**src/rtl/mem_arbiter.sv**
```systemverilog
// Two-port data-memory arbiter. Port A is the pipeline MEM stage and normally
// wins. Port B is the debug/loader port: it wins after STARVE_LIMIT denied
// cycles, and it can hold the memory for one extra cycle for read-modify-write.
// Grants are combinational. Load responses come back one cycle after the grant.
module mem_arbiter #(
  parameter int STARVE_LIMIT = 4
) (
  input  logic        clk,
  input  logic        reset,
  // port A
  input  logic        aReq,
  input  logic        aWrite,
  input  logic [2:0]  aFunc3,
  input  logic [31:0] aAddr,
  input  logic [31:0] aWData,
  output logic        aGnt,
  output logic        aStall,
  output logic        aRValid,
  output logic [31:0] aRData,
  // port B
  input  logic        bReq,
  input  logic        bWrite,
  input  logic [2:0]  bFunc3,
  input  logic [31:0] bAddr,
  input  logic [31:0] bWData,
  input  logic        bLock,
  output logic        bGnt,
  output logic        bRValid,
  output logic [31:0] bRData,
  // shared data memory
  output logic        memWriteEnable,
  output logic [2:0]  memFunc3,
  output logic [31:0] memAddr,
  output logic [31:0] memWriteData,
  input  logic [31:0] memReadData
);

  localparam logic [2:0] LIMIT = 3'(STARVE_LIMIT);

  typedef enum logic {ARB, LOCK_B} state_t;

  state_t      state, state_next;
  logic [2:0]  wait_cnt;
  logic        a_rv_q, b_rv_q;
  logic [31:0] a_rdata_q, b_rdata_q;

  // Grant selection and lock sequencing; reset blocks every grant.
  always_comb begin
    aGnt       = 1'b0;
    bGnt       = 1'b0;
    state_next = state;
    if (!reset) begin
      case (state)
        ARB: begin
          if (bReq && wait_cnt == LIMIT) bGnt = 1'b1;
          else if (aReq)                 aGnt = 1'b1;
          else if (bReq)                 bGnt = 1'b1;
          if (bGnt && bLock) state_next = LOCK_B;
        end
        LOCK_B: begin
          // The lock always covers exactly one cycle; bLock is ignored here.
          bGnt       = bReq;
          state_next = ARB;
        end
        default: state_next = ARB;
      endcase
    end
  end

  assign aStall = aReq & ~aGnt;

  // Drive the shared memory bus from whichever port holds the grant.
  always_comb begin
    memWriteEnable = 1'b0;
    memFunc3       = 3'd0;
    memAddr        = 32'd0;
    memWriteData   = 32'd0;
    if (aGnt) begin
      memWriteEnable = aWrite;
      memFunc3       = aFunc3;
      memAddr        = aAddr;
      memWriteData   = aWData;
    end else if (bGnt) begin
      memWriteEnable = bWrite;
      memFunc3       = bFunc3;
      memAddr        = bAddr;
      memWriteData   = bWData;
    end
  end

  // State register.
  always_ff @(posedge clk) begin
    if (reset) state <= ARB;
    else       state <= state_next;
  end

  // Starvation counter: counts cycles B waits while requesting, saturating.
  always_ff @(posedge clk) begin
    if (reset)                 wait_cnt <= 3'd0;
    else if (bGnt || !bReq)    wait_cnt <= 3'd0;
    else if (wait_cnt != LIMIT) wait_cnt <= wait_cnt + 3'd1;
  end

  // Capture load data at the end of the grant cycle; stores leave data alone.
  always_ff @(posedge clk) begin
    if (reset) begin
      a_rv_q    <= 1'b0;
      b_rv_q    <= 1'b0;
      a_rdata_q <= 32'd0;
      b_rdata_q <= 32'd0;
    end else begin
      a_rv_q <= aGnt & ~aWrite;
      b_rv_q <= bGnt & ~bWrite;
      if (aGnt && !aWrite) a_rdata_q <= memReadData;
      if (bGnt && !bWrite) b_rdata_q <= memReadData;
    end
  end

  // A response already registered when reset rises is still suppressed.
  assign aRValid = a_rv_q & ~reset;
  assign bRValid = b_rv_q & ~reset;
  assign aRData  = a_rdata_q;
  assign bRData  = b_rdata_q;

endmodule
```
**config.mk**
```make
export PLATFORM = sky130hd
export DESIGN_NAME = mem_arbiter
export DESIGN_NICKNAME = d
export VERILOG_FILES = /design/src/rtl/mem_arbiter.sv
export SDC_FILE = /design/constraint.sdc
export NUM_CORES = 1
export LEC_CHECK = 0
export CAP_MARGIN = 20
export CORE_AREA = 3 3 118 120
export DETAILED_ROUTE_END_ITERATION = 16
export DIE_AREA = 0 0 121 123
export GPL_TIMING_DRIVEN = 0
export MAX_ROUTING_LAYER = met4
export PLACE_DENSITY = 0.78
export SETUP_SLACK_MARGIN = 0.5
export SYNTH_ARGS = -nofsm -noshare
export SYNTH_HDL_FRONTEND = slang
export SYNTH_SLANG_ARGS = --single-unit
```
**constraint.sdc**
```tcl
create_clock -name clk -period 3.2 [get_ports clk]
set_clock_uncertainty 0.1 [all_clocks]
set_input_delay 0.48 -clock clk [delete_from_list [all_inputs] [get_ports clk]]
set_output_delay 0.48 -clock clk [all_outputs]
set_load 0.005 [all_outputs]
```
# Word-level counts from Yosys, hierarchy flattened
# Index checks and enable logic that the tools add are counted.
[totals] wordCells=49 register_bits=70
[classes] n_reduce_logical=9 n_eq_ne=2 n_addsub=1 mux=21 bitwise=10
[ops] op="32-bit two-way mux" n=4
[ops] op="1-bit two-way mux" n=13
[ops] op="3-bit two-way mux" n=2
[ops] op="1-bit AND" n=5
[ops] op="1-bit NOT" n=5
[ops] op="1-bit logical AND" n=4
[ops] op="1-bit case mux with 2 select lines" n=2
[ops] op="3-bit by 1-bit adder with 3-bit output, second input constant" n=1
[ops] op="3-bit == test, second input constant" n=1
[ops] op="1-bit logical NOT" n=3
[ops] op="3-bit inequality test, second input constant" n=1
[ops] op="2-bit OR reduction" n=1
[ops] op="1-bit logical OR" n=1

# Logic depth before layout (Yosys ltp)
[logic_depth] depth_word=9 mapped_depth=7 ltp_nobuf=5

# Worst setup path after synthesis
# OpenSTA, ideal clock, no wires.
[synth_timing] kind="reg-to-output" from="register wait_cnt[0]" to="output port memAddr[22]" required_ns=2.620 path_stages_with_launch=8 arrival_time_ns=1.456 path_slack_ns=1.164 path_cell_list="dfxtp_1 > inv_1 > ha_1 > nand3_1 > and3_1 > buf_2 > buf_4 > a22o_1"
[synth_via] elab_chain_len=9 elab_cells_between_ends=12
[synth_lines] element="from (decl)" line="43" text="logic [2:0] wait_cnt;"
[synth_lines] element="from (signal assigned)" line="101" text="else if (wait_cnt != LIMIT) wait_cnt <= wait_cnt + 3'd1;"
[synth_lines] element="3-bit == test *" line="55" text="if (bReq && wait_cnt == LIMIT) bGnt = 1'b1;"
[synth_lines] element="1-bit logical AND *" line="55"
[synth_lines] element="1-bit two-way mux" line="55"
[synth_lines] element="1-bit two-way mux" line="53" text="case (state)"
[synth_lines] element="1-bit two-way mux" line="52" text="if (!reset) begin"
[synth_lines] element="1-bit case mux with 2 select lines" line="53"
[synth_lines] element="1-bit two-way mux" line="52"
[synth_lines] element="32-bit two-way mux" line="83" text="end else if (bGnt) begin"
[synth_lines] element="32-bit two-way mux *" line="78" text="if (aGnt) begin"
[synth_lines] element="to (decl)" line="33" text="output logic [31:0] memAddr,"
# Every way passes the cells marked *; elsewhere a longest branch is shown, timed or not. The select of a mux whose other input is x is not followed.

# Final worst setup path
[layout_timing] from="register wait_cnt[0]" to="output port memWriteData[0]"
[layout_via] elab_chain_len=9 elab_cells_between_ends=12
[layout_lines] element="3-bit == test *" line="55"
[layout_lines] element="1-bit logical AND *" line="55"
[layout_lines] element="1-bit two-way mux" line="55"
[layout_lines] element="1-bit two-way mux" line="53"
[layout_lines] element="1-bit two-way mux" line="52"
[layout_lines] element="1-bit case mux with 2 select lines" line="53"
[layout_lines] element="1-bit two-way mux" line="52"
[layout_lines] element="32-bit two-way mux" line="83"
[layout_lines] element="32-bit two-way mux *" line="78"
[layout_lines] element="to (decl)" line="34" text="output logic [31:0] memWriteData,"
# Marked as above.

==> flow_summary_export.csv <==
group,metric,value,unit
power_and_ir_drop,total_power,0.002454,W
final_layout,num_antenna_cells,0,
synthesis,ys_ff_latch,70,
synthesis,yosys_warnings,0,
route,vias_per_cell,4.900,
clocking,cts-hold-fix-buffers,0,
timing,tightest_slew,0.5683,ns
outcome,outcome,"complete, no violations",
grt,grt_max_degree,13,
synthesis,syn_nets,541,
floorplanning,initial_core_util,0.2729,
clocking,insertion_delay,0.32,ns
final_layout,fin_nets,865,
synthesis,synthArstFlopShare,0,
power_and_ir_drop,cellLeakagePower,3.256,nW
place,hpwl,15570,um
grt,grt-ovfl-total,0,
critical_path,max_stage_delay,0.45,ns
timing,grt_setup_unrepaired,"true",
grt,grt_pass1_vias,4332,
final_layout,final_cells,870,
min_path,hold_class,"register to register",
place,gp_congestion,1.022,
timing,layout_min_cycle_time,2.703,ns
synthesis,netlist_area,3571,sq um
timing,slew_violations,0,
critical_path,cp_data_required_time,2.62,ns
route,post_drt_wl_per_cell,22.13,um
place,io_buffer_count,309,
floorplanning,die_area,14880,sq um
synthesis,synth_area_per_cell,9.757,sq um
clocking,numCtsBuffers,9,
route,first_iter_violations,227,
critical_path,path_cells,"inv_1, ha_4, nand3_4, and3_4, buf_8, buf_6, a22o_1, clkdlybuf4s50_1",
route,first_pass_iters,4,
critical_path,path_class,"register to output port",
route,routed_wl,19250,um
clocking,cts_root_buffer,"clkbuf_16",
synthesis,synth_edf_count,0,
floorplanning,io_pins,310,
route,dr_total_vias,4263,
synthesis,synth_common_cells,"dfxtp_1 (70), a22o_1 (68), nand3_1 (35), nor2b_1 (35), a21oi_1 (32)",
floorplanning,core.rowCount,42,
clocking,path_clk_slew,0.05,ns
power_and_ir_drop,ir_worst_vdd,0.3082,mV
floorplanning,die_w,121,um
route,ant_nets,0,
synthesis,synth_flop_cell,"dfxtp_1",
clocking,htree_levels,3,
critical_path,end_kind,"output port",
final_layout,fin_area,7293,sq um
synthesis,syn-instance-count,366,
timing,max_slew_margin,0.6202,
final_layout,area_delta_synth_final,104.2,%
critical_path,critPathSlowestCell,"clkdlybuf4s50_1",
clocking,numClockSinks,70,
timing,hold_viol,0,
critical_path,worstSetupStartpointType,"register",
floorplanning,die_h,123,um
grt,grt_antenna_before_repair,0,
clocking,cts_tree,"built",
flow_run,cap_violations,0,
synthesis,seq_area_frac_synth,0.3924,
synthesis,ys_types,25,
timing,clock.fmax,0.3699,GHz
synthesis,yosys.area.top_type,"dfxtp_1",
floorplanning,coreArea,13090,sq um
power_and_ir_drop,power.density,336.5,nW/um^2
route,drc,0,
timing,setup_viol,0,
grt,grt_usage,0.2488,
final_layout,drive_gt1_frac,0.1542,
place,place_inst,851,
timing,fin_crit_sh,0.8448,
synthesis,yosysMostFrequentCell,"dfxtp_1",
critical_path,cp_num_buf_inv,4,
place,post_dp_cell_area,6884,sq um
synthesis,synthTopCellsByArea,"dfxtp_1 (39%), a22o_1 (17%), mux2_4 (12%)",
critical_path,cp_max_fo,10,
critical_path,critPathTopFamily,"buffers and inverters",
synthesis,synth_top_cell_area_share,0.3924,
grt,grt_pass1_wl,26810,um
critical_path,worstPathArrival,2.12,ns
clocking,cts_max_path_buffers,2,
## report_power, final
part           switching, W  internal [W]
clock network      0.000383      0.000518
registers         0.0000155      0.000903
logic              0.000228      0.000406
## registers in the layout, summed over array words and instances, names as in the netlist
register,count
state,1
aRData,32
wait_cnt,3
b_rv_q,1
bRData,32
a_rv_q,1
## through the flow
| step | setup slack (ns) | TNS [ns] | hold WS [ns] | util |
|---|---|---|---|---|
| finish | 0.4967 | 0 | 0.3129 | 0.5574 |
| global route | 0.4191 | 0 | 0.3334 | 0.5574 |
| CTS | 0.5025 | 0 | 0.3159 | 0.5529 |
| detailed placement | -0.3064 | -8.989 | 0.3388 | 0.5261 |
| global placement | -0.3368 | -9.464 | 0.3287 | 0.5261 |
| floorplan | 1.164 | 0 | 0.3173 | - |
## cell families (layout without fill, tap and decap cells)
family,count (synthesis),in the layout,synth area share
compound gates,135,135,0.2645
fa+ha+maj,2,2,0.007007
buf+inv,43,371,0.07008
flops,70,70,0.3924
mux,32,32,0.1314
simple gates,84,84,0.1345
## metal layers
| metal | vias to the layer above | global-route usage | share of wire |
|---|---|---|---|
| met3 | 29 | 0.09881 | 0.098 |
| met1 | 2029 | 0.2804 | 0.39 |
| li1 | 2001 | - | - |
| met4 | 0 | 0.1020 | 0.038 |
| met5 | - | - | 0 |
| met2 | 204 | 0.3956 | 0.47 |
## worst paths after layout
check / startpoint / end / slack (ns) / cells after the start
max: wait_cnt[0] / memWriteData[0] / 0.50 / 8
min: wait_cnt[0] / wait_cnt[0] / 0.31 / 1
max reg2reg: wait_cnt[0] / bRData[19] / 1.28 / 8
min reg2reg: wait_cnt[0] / wait_cnt[0] / 0.31 / 1
## worst reg2reg max path, stage by stage, from the launching register on
cell      delay [ns]
dfxtp_2         0.32
inv_1           0.08
ha_4            0.18
a21boi_4        0.07
buf_4           0.15
a211o_1         0.29
buf_6           0.15
buf_6           0.16
mux2_4          0.31
## what timing repair did
item | in CTS | in global routing
setup endpoints to repair | 73 | 25
gates resized for setup | 123 | 26
setup buffers | 3 | 1
pin swaps | 4 | 0
## area by class of cell
class	count	area, sq um
Inverter	5	18.77
Tap cell	176	220.2
Fill cell	1151	5792
Sequential cell	70	1403
Multi-Input combinational cell	253	1967
Timing Repair Buffer	313	3134
Clock inverter	6	38.79
Clock buffer	9	225.2
Buffer	38	286.5
## cells in the final DEF, fill, tap and decap left out, types with 2 or more instances in the layout
master	synthesis	final
a21oi_1	32	32
a22o_1	68	68
buf_2	11	13
buf_4	2	6
buf_6	9	9
buf_8	0	2
clkbuf_1	16	10
clkbuf_16	0	9
clkbuf_2	0	2
clkbuf_4	0	3
clkbuf_8	0	2
clkdlybuf4s15_2	0	12
clkdlybuf4s50_1	0	238
clkinv_2	0	3
clkinvlp_4	0	2
dfxtp_1	70	69
dlygate4sd2_1	0	31
dlymetal6s2s_1	0	21
inv_1	5	4
mux2_2	3	3
mux2_4	29	29
nand3_1	35	34
nor2_1	7	6
nor2b_1	35	35
o21ai_0	3	3
o21ai_1	29	29
No activity file was read; power rests on OpenSTA's default activity.
